[src/rtl/i2s_master_tx_if.sv]
// Purpose: parallel-sample handshake and serial I2S outputs of the I2S master transmitter.
// Latency: none, this is a plain bundle of wires.
// Backpressure: iValid/oReady handshake; a transfer happens when both are high at a clock edge.
interface i2s_master_tx_if #(
  parameter int WS = 16
);
  logic [WS-1:0] iL;
  logic [WS-1:0] iR;
  logic          iValid;
  logic          oReady;
  logic          oBCLK;
  logic          oLRCK;
  logic          oDAT;
  logic          oUnderrun;
  logic [7:0]    oUnderCnt;

  // Transmitter side: consumes samples, drives the serial bus and status.
  modport master (
    input  iL, iR, iValid,
    output oReady, oBCLK, oLRCK, oDAT, oUnderrun, oUnderCnt
  );

  // Sample source / serial-bus observer side.
  modport slave (
    output iL, iR, iValid,
    input  oReady, oBCLK, oLRCK, oDAT, oUnderrun, oUnderCnt
  );
endinterface

[src/rtl/i2s_master_tx.sv]
// Purpose: I2S bus master transmitter; generates BCLK/LRCK and shifts stereo samples out MSB-first.
// Latency: an accepted sample goes out from the next frame start, at most one frame plus one BCLK.
// Backpressure: one holding register; oReady stays low from accept until the next frame-start load.
module i2s_master_tx #(
  parameter int BCLK_DIV = 8,
  parameter int WS       = 16,
  parameter int I2S_MODE = 1
) (
  input logic             iCLK_50,
  input logic             iRST_N,
  i2s_master_tx_if.master bus
);

  localparam int            DW       = (BCLK_DIV > 2) ? $clog2(BCLK_DIV) : 1;
  localparam logic [DW-1:0] DIV_LAST = DW'(BCLK_DIV - 1);

  // Bit-clock generator state
  logic [DW-1:0] divCnt;
  logic          bclk;

  // Frame position and serial outputs
  logic [5:0]    bitCnt;
  logic          lrck;
  logic          dat;

  // Sample storage: holding register fed by the handshake, shift pair feeding the wire
  logic [WS-1:0] holdL;
  logic [WS-1:0] holdR;
  logic          holdFull;
  logic [WS-1:0] shiftL;
  logic [WS-1:0] shiftR;

  // Underrun status
  logic          underrun;
  logic [7:0]    underCnt;

  // Combinational helpers
  logic          divWrap;
  logic          fallEv;
  logic          frameStart;
  logic          loadHold;
  logic          accept;
  logic [5:0]    bitCntNxt;
  logic [WS-1:0] shiftLNxt;
  logic [WS-1:0] shiftRNxt;
  logic [WS-1:0] sampleNxt;
  logic [31:0]   aligned;
  logic [4:0]    slotPos;
  logic [4:0]    slotPosM1;
  logic          datNxt;

  assign divWrap    = (divCnt == DIV_LAST);
  // A fall event is the divider wrap while BCLK is high: BCLK goes 1->0 on this clock.
  assign fallEv     = divWrap & bclk;
  assign bitCntNxt  = bitCnt + 6'd1;
  assign frameStart = fallEv & (bitCnt == 6'd63);
  assign loadHold   = frameStart & holdFull;
  assign accept     = bus.iValid & ~holdFull;

  // The data bit launched on a frame-start fall must come from the freshly loaded sample,
  // so the serializer looks at the next-state shift registers rather than the current ones.
  assign shiftLNxt  = loadHold ? holdL : shiftL;
  assign shiftRNxt  = loadHold ? holdR : shiftR;

  // Select the bit for the upcoming slot position; left-aligning the sample into 32 bits
  // makes every position past the sample width read as zero without range checks.
  always_comb begin
    sampleNxt = bitCntNxt[5] ? shiftRNxt : shiftLNxt;
    aligned   = 32'(sampleNxt) << (32 - WS);
    slotPos   = bitCntNxt[4:0];
    slotPosM1 = slotPos - 5'd1;
    datNxt    = 1'b0;
    if (I2S_MODE != 0) begin
      // I2S: one BCLK of delay after the LRCK edge, so position 0 is always idle.
      if (slotPos != 5'd0) begin
        datNxt = aligned[5'd31 - slotPosM1];
      end
    end else begin
      // Left-justified: MSB sits at position 0 of the slot.
      datNxt = aligned[5'd31 - slotPos];
    end
  end

  // BCLK divider: toggle BCLK every BCLK_DIV system clocks.
  always_ff @(posedge iCLK_50 or negedge iRST_N) begin
    if (!iRST_N) begin
      divCnt <= '0;
      bclk   <= 1'b0;
    end else if (divWrap) begin
      divCnt <= '0;
      bclk   <= ~bclk;
    end else begin
      divCnt <= divCnt + DW'(1);
    end
  end

  // Frame position, word select and serial data all advance on BCLK falling edges only.
  always_ff @(posedge iCLK_50 or negedge iRST_N) begin
    if (!iRST_N) begin
      bitCnt <= 6'd63;
      lrck   <= 1'b1;
      dat    <= 1'b0;
    end else if (fallEv) begin
      bitCnt <= bitCntNxt;
      lrck   <= bitCntNxt[5];
      dat    <= datNxt;
    end
  end

  // Holding register: capture on handshake, release into the shift pair at frame start.
  always_ff @(posedge iCLK_50 or negedge iRST_N) begin
    if (!iRST_N) begin
      holdL    <= '0;
      holdR    <= '0;
      holdFull <= 1'b0;
    end else if (accept) begin
      holdL    <= bus.iL;
      holdR    <= bus.iR;
      holdFull <= 1'b1;
    end else if (loadHold) begin
      holdFull <= 1'b0;
    end
  end

  // Shift pair: reloaded only at a frame start with a full holding register, else repeats.
  always_ff @(posedge iCLK_50 or negedge iRST_N) begin
    if (!iRST_N) begin
      shiftL <= '0;
      shiftR <= '0;
    end else begin
      shiftL <= shiftLNxt;
      shiftR <= shiftRNxt;
    end
  end

  // Underrun flag pulses for one clock per starved frame start; the counter saturates.
  always_ff @(posedge iCLK_50 or negedge iRST_N) begin
    if (!iRST_N) begin
      underrun <= 1'b0;
      underCnt <= 8'd0;
    end else begin
      underrun <= frameStart & ~holdFull;
      if (frameStart && !holdFull && (underCnt != 8'hFF)) begin
        underCnt <= underCnt + 8'd1;
      end
    end
  end

  assign bus.oReady    = ~holdFull;
  assign bus.oBCLK     = bclk;
  assign bus.oLRCK     = lrck;
  assign bus.oDAT      = dat;
  assign bus.oUnderrun = underrun;
  assign bus.oUnderCnt = underCnt;

endmodule
[src/flat_wrapper.sv]
// flat-port wrapper written by rule: the top's interface ports become plain ports
module i2s_master_tx_flat 
#(
  parameter int BCLK_DIV = 8,
  parameter int WS       = 16,
  parameter int I2S_MODE = 1
)
  (iCLK_50, iRST_N, bus_iL, bus_iR, bus_iValid, bus_oReady, bus_oBCLK, bus_oLRCK, bus_oDAT, bus_oUnderrun, bus_oUnderCnt);
  i2s_master_tx_if #(.WS(WS)) bus_i ();
  input logic iCLK_50;
  input logic iRST_N;
  input wire logic [$bits(bus_i.iL)-1:0] bus_iL;
  input wire logic [$bits(bus_i.iR)-1:0] bus_iR;
  input wire logic [$bits(bus_i.iValid)-1:0] bus_iValid;
  output wire logic [$bits(bus_i.oReady)-1:0] bus_oReady;
  output wire logic [$bits(bus_i.oBCLK)-1:0] bus_oBCLK;
  output wire logic [$bits(bus_i.oLRCK)-1:0] bus_oLRCK;
  output wire logic [$bits(bus_i.oDAT)-1:0] bus_oDAT;
  output wire logic [$bits(bus_i.oUnderrun)-1:0] bus_oUnderrun;
  output wire logic [$bits(bus_i.oUnderCnt)-1:0] bus_oUnderCnt;
  assign bus_i.iL = bus_iL;
  assign bus_i.iR = bus_iR;
  assign bus_i.iValid = bus_iValid;
  assign bus_oReady = bus_i.oReady;
  assign bus_oBCLK = bus_i.oBCLK;
  assign bus_oLRCK = bus_i.oLRCK;
  assign bus_oDAT = bus_i.oDAT;
  assign bus_oUnderrun = bus_i.oUnderrun;
  assign bus_oUnderCnt = bus_i.oUnderCnt;
  i2s_master_tx #(.BCLK_DIV(BCLK_DIV), .WS(WS), .I2S_MODE(I2S_MODE)) u_core (.iCLK_50(iCLK_50), .iRST_N(iRST_N), .bus(bus_i));
endmodule
[config.mk]
export PLATFORM = sky130hd
export DESIGN_NAME = i2s_master_tx_flat
export DESIGN_NICKNAME = d
export VERILOG_FILES = /design/src/rtl/i2s_master_tx_if.sv /design/src/rtl/i2s_master_tx.sv /design/src/flat_wrapper.sv
export SDC_FILE = /design/constraint.sdc
export NUM_CORES = 1
export LEC_CHECK = 0
export CAP_MARGIN = 20
export CORE_MARGIN = 5
export CORE_UTILIZATION = 53
export CTS_CLUSTER_DIAMETER = 200
export DETAILED_ROUTE_END_ITERATION = 10
export GPL_TIMING_DRIVEN = 1
export HOLD_SLACK_MARGIN = 0.03
export PLACE_DENSITY = 0.76
export SLEW_MARGIN = 10
export SYNTH_ARGS = -nofsm -noshare
export SYNTH_HDL_FRONTEND = slang
export SYNTH_SLANG_ARGS = --single-unit
[constraint.sdc]
create_clock -name iCLK_50 -period 3 [get_ports iCLK_50]
set_input_delay 0.45 -clock iCLK_50 [delete_from_list [all_inputs] [get_ports iCLK_50]]
set_output_delay 0.45 -clock iCLK_50 [all_outputs]
set_load 0.005 [all_outputs]
==> run summary <==
The run finished with clean final reports. The data arrival time of the worst path was 3100 ps. Across the routed clock network, the largest skew measured is 9.23 ps. The actual transition at the worst max-transition pin works out to 574 ps.

After detailed placement, the total cell area comes to 4680 um2. The shortest clock period the worst path allows after layout came out at 2800 ps. The die covers 9730 um2. The startpoint class of the critical path is a register. The number of buffers added on ports was 47.

Type of the worst min-delay path: primary input to async pin. STA puts the critical path data required time at 3300 ps. Vias per cell: 5.39. By area the synthesized netlist is led by sky130_fd_sc_hd__dfrtp_1, sky130_fd_sc_hd__nand2_1, sky130_fd_sc_hd__mux2_2, sky130_fd_sc_hd__dfstp_2, sky130_fd_sc_hd__and3_2.

The average instance in the mapped netlist occupies 10.9 um2. After synthesis the cells add up to 4170 um2. The critical path endpoint category is a register. The ratio of cells with drive above 1 in the final layout was 0.218. The number of global-route vias before repair came out at 2928. The tools report the iteration count of the initial detailed-routing pass as 4.

The HPWL after detailed placement is 5730 um. The maximum fanout along the worst path came out at 5. During I/O placement, the number of pins put on the boundary was 48. CTS built an H-tree with a depth of 3. The endpoint identified for the worst register-to-register timing path is u_core.bus.oDAT$_DFFE_PN0P_.

The total area inside the core boundary comes to 7690 um2. The floorplan step set the die height to 98.7 um. The final worst hold slack was 82.5 ps; the hold buffer count at CTS was 0. Setup violations remaining at the end of the flow were counted as 0. In this run, CTS created clock tree buffers numbering 9. After clock tree synthesis, the clock-pin slew on the worst setup and hold paths is 80 ps.

Based on the critical path, the design can be clocked at up to 357 MHz. The tools report the hold violation count in the final report as 0. Max-cap check violation count: 0. The overall overflow remaining after global route was 0; the area share of the largest cell type after synthesis was 0.474. Most area-hungry cell type in the Yosys netlist: sky130_fd_sc_hd__dfrtp_1. The global routing usage summed across all routing layers was 0.179. The run gives 521 as the number of cells after detailed placement. Clock tree synthesis selected as its root buffer the cell sky130_fd_sc_hd__clkbuf_8.

Worst setup path category: register to register. The fraction of registers with async set or reset after synthesis is 1.00, and the number of standard cells in the layout, taps in and fillers out is 538. The net count of the mapped netlist came out at 422.

The logs give 85 for the number of clock sinks and 2 for the maximum buffer depth of the clock tree. The part of the cycle the worst path needs works out to 0.933. The primary flip-flop cell chosen by synthesis mapping was sky130_fd_sc_hd__dfrtp_1. Leaving out fill and tap cells, the most frequent cells in the layout are sky130_fd_sc_hd__nand2_1, sky130_fd_sc_hd__dfrtp_1, sky130_fd_sc_hd__clkdlybuf4s50_1. In this run the static leakage power is 2.27 nW. The via count of the routed design was 2902.

The number of placement rows was 32; the cell area power density was 428 nW/um2. For the final instance area, the log shows 4880 um2. Synthesis produced 382 cells.

Entering global routing, the biggest net connects 86 pins. For this block, the initial DRC count from the detailed router was 148. The total count of max-transition violations in the final report came out at 0.

Yosys mapped a number of flops with a built-in enable equal to 0. After the last flow step, the layout net total stands at 471. Setup repair after global routing left no endpoint under its margin. Relative to the synthesized area, the layout overhead comes to 17.1%. The per-cell routed wire length is 15.0 um, and the final weighted congestion in routability-driven placement is 0.898. The setup check on the worst reg-to-reg path leaves a slack of 200 ps. Source-to-sink clock delay at the later pin of the worst-skew pair: 360 ps. The number of antenna violations at the first check in global routing came out at 0. For the fraction of the yosys area taken by sequential cells, the log shows 0.512. Counting cells, the worst reg-to-reg path comes to 10.

Wires add up to 8080 um. TritonCTS built the clock tree. The first global-routing pass estimated 14100 um of wire.

For the DRC violation count after routing, the log shows 0. For the worst relative slew slack, the log shows 0.617. Leaving out fill and tap cells, the most frequent cell in the layout is sky130_fd_sc_hd__nand2_1. The die is 98.7 um wide. The sum of negative setup slack is 0 ps, and the number of nets still failing antenna checks after routing is 0. The tools report the count of yosys warnings during synthesis as 0. For the starting density of the core, the log shows 0.542.

After clock tree synthesis, the setup repair step added 0 buffers. The worst register-to-register path begins at u_core.bitCnt[0]$_DFFE_PN1P_. The worst-case IR drop observed on VDD is 287 uV.

The count of different cell masters after synthesis was 56. The repair_antennas step left the layout with diodes totalling 0. Synthesis inferred 85 register bits.
-- worst max-delay path by stage --
| stage | from | to | slack, ps | depth (start not counted) |
|---|---|---|---|---|
| after detailed placement | u_core.bitCnt[0]$_DFFE_PN1P_ | u_core.bus.oDAT$_DFFE_PN0P_ | 210 | 10 |
| after global routing | u_core.bitCnt[0]$_DFFE_PN1P_ | u_core.bus.oDAT$_DFFE_PN0P_ | 8 | 10 |
| final | u_core.bitCnt[0]$_DFFE_PN1P_ | u_core.bus.oDAT$_DFFE_PN0P_ | 200 | 10 |
| after CTS | u_core.bitCnt[0]$_DFFE_PN1P_ | u_core.bus.oDAT$_DFFE_PN0P_ | 180 | 10 |
| after floorplan | u_core.bitCnt[0]$_DFFE_PN1P_ | u_core.bus.oDAT$_DFFE_PN0P_ | 420 | 8 |
| after global placement | u_core.bitCnt[0]$_DFFE_PN1P_ | u_core.bus.oDAT$_DFFE_PN0P_ | 270 | 10 |
-- critical path, cell delays in order (launching register included) --
cell,delay (ps)
sky130_fd_sc_hd__dfstp_2,630
sky130_fd_sc_hd__ha_2,250
sky130_fd_sc_hd__nand3_1,100
sky130_fd_sc_hd__xor2_1,160
sky130_fd_sc_hd__ha_1,210
sky130_fd_sc_hd__nand4b_1,250
sky130_fd_sc_hd__nor2_1,180
sky130_fd_sc_hd__nand2_1,60
sky130_fd_sc_hd__or4_2,660
sky130_fd_sc_hd__o211ai_1,100
sky130_fd_sc_hd__o22a_1,140
-- state kept, by name (all words and copies together) (netlist names) --
signal and flops:
u_core.bus.oDAT 1, u_core.holdFull 1, u_core.holdR 16, u_core.shiftL 16, u_core.bus.oBCLK 1, u_core.bus.oUnderCnt 8
u_core.shiftR 16, u_core.bus.oUnderrun 1, u_core.holdL 16, u_core.divCnt 3, u_core.bitCnt 5, u_core.bus.oLRCK 1
-- logic make-up (layout without fill, tap and decap cells) --
| kind of cell | after synthesis | count (layout) | share of synthesized area |
|---|---|---|---|
| DFF | 85 | 85 | 0.512 |
| AOI/OAI and AO/OA | 32 | 32 | 0.0670 |
| and+or+nand+nor | 175 | 175 | 0.199 |
| adders and majority gates | 5 | 5 | 0.0150 |
| xor gates and xnor gates | 16 | 16 | 0.0336 |
| muxes | 43 | 43 | 0.126 |
| buffers and inverters | 26 | 80 | 0.0468 |
-- per-layer routing --
layer  vias up  track usage  routed length [um]
li1       1409            -                   -
met1      1436        0.241                3730
met2        48        0.291                3980
met3         9       0.0446                 283
met4         0       0.0525                  88
met5         -            0                   0
-- power breakdown --
group          leakage [nW]  total [mW]  switching (mW)  internal [mW]
sequential             1.11        1.24          0.0400           1.20
combinational          1.08       0.128          0.0426         0.0852
clock                0.0833       0.723           0.417          0.306
total                  2.27        2.09           0.499           1.59
-- Yosys cell counts, drive strengths merged, types with 2 or more instances --
| library cell | n |
|---|---|
| nand2 | 117 |
| dfrtp | 79 |
| mux2 | 33 |
| and3 | 15 |
| clkbuf | 13 |
| nor2 | 11 |
| buf | 9 |
| nand3 | 8 |
| xnor2 | 8 |
| xor2 | 8 |
| a2111oi | 6 |
| a211oi | 6 |
| dfstp | 6 |
| mux2i | 6 |
| ha | 5 |
| nand4 | 5 |
| inv | 4 |
| mux4 | 4 |
| nand2b | 4 |
| or3 | 4 |
| nor2b | 3 |
| nor3 | 3 |
| o21ai | 3 |
| a2111o | 2 |
| a2bb2oi | 2 |
| a311oi | 2 |
| a31oi | 2 |
| or4 | 2 |
-- through the flow --
| step | utilization | worst slack, ps | power (mW) |
|---|---|---|---|
| floorplan | - | 418 | 1.30 |
| global placement | 0.609 | 270 | 1.38 |
| detailed placement | 0.609 | 213 | 1.39 |
| CTS | 0.632 | 184 | 2.11 |
| global route | 0.635 | 7.56 | 2.19 |
| finish | 0.635 | 202 | 2.09 |
-- what timing repair did --
item	CTS	global route
endpoints found under the setup margin	0	1
endpoints found under the hold margin	0	0
resized for setup	0	2
-- layout make-up --
class / count / area (um2)
Clock buffer: 10 / 128
Clock inverter: 6 / 46.3
Fill cell: 643 / 2810
Timing Repair Buffer: 60 / 578
Inverter: 4 / 15.0
Sequential cell: 85 / 2130
Tap cell: 102 / 128
Multi-Input combinational cell: 271 / 1850
No activity file was read; power rests on OpenSTA's default activity.
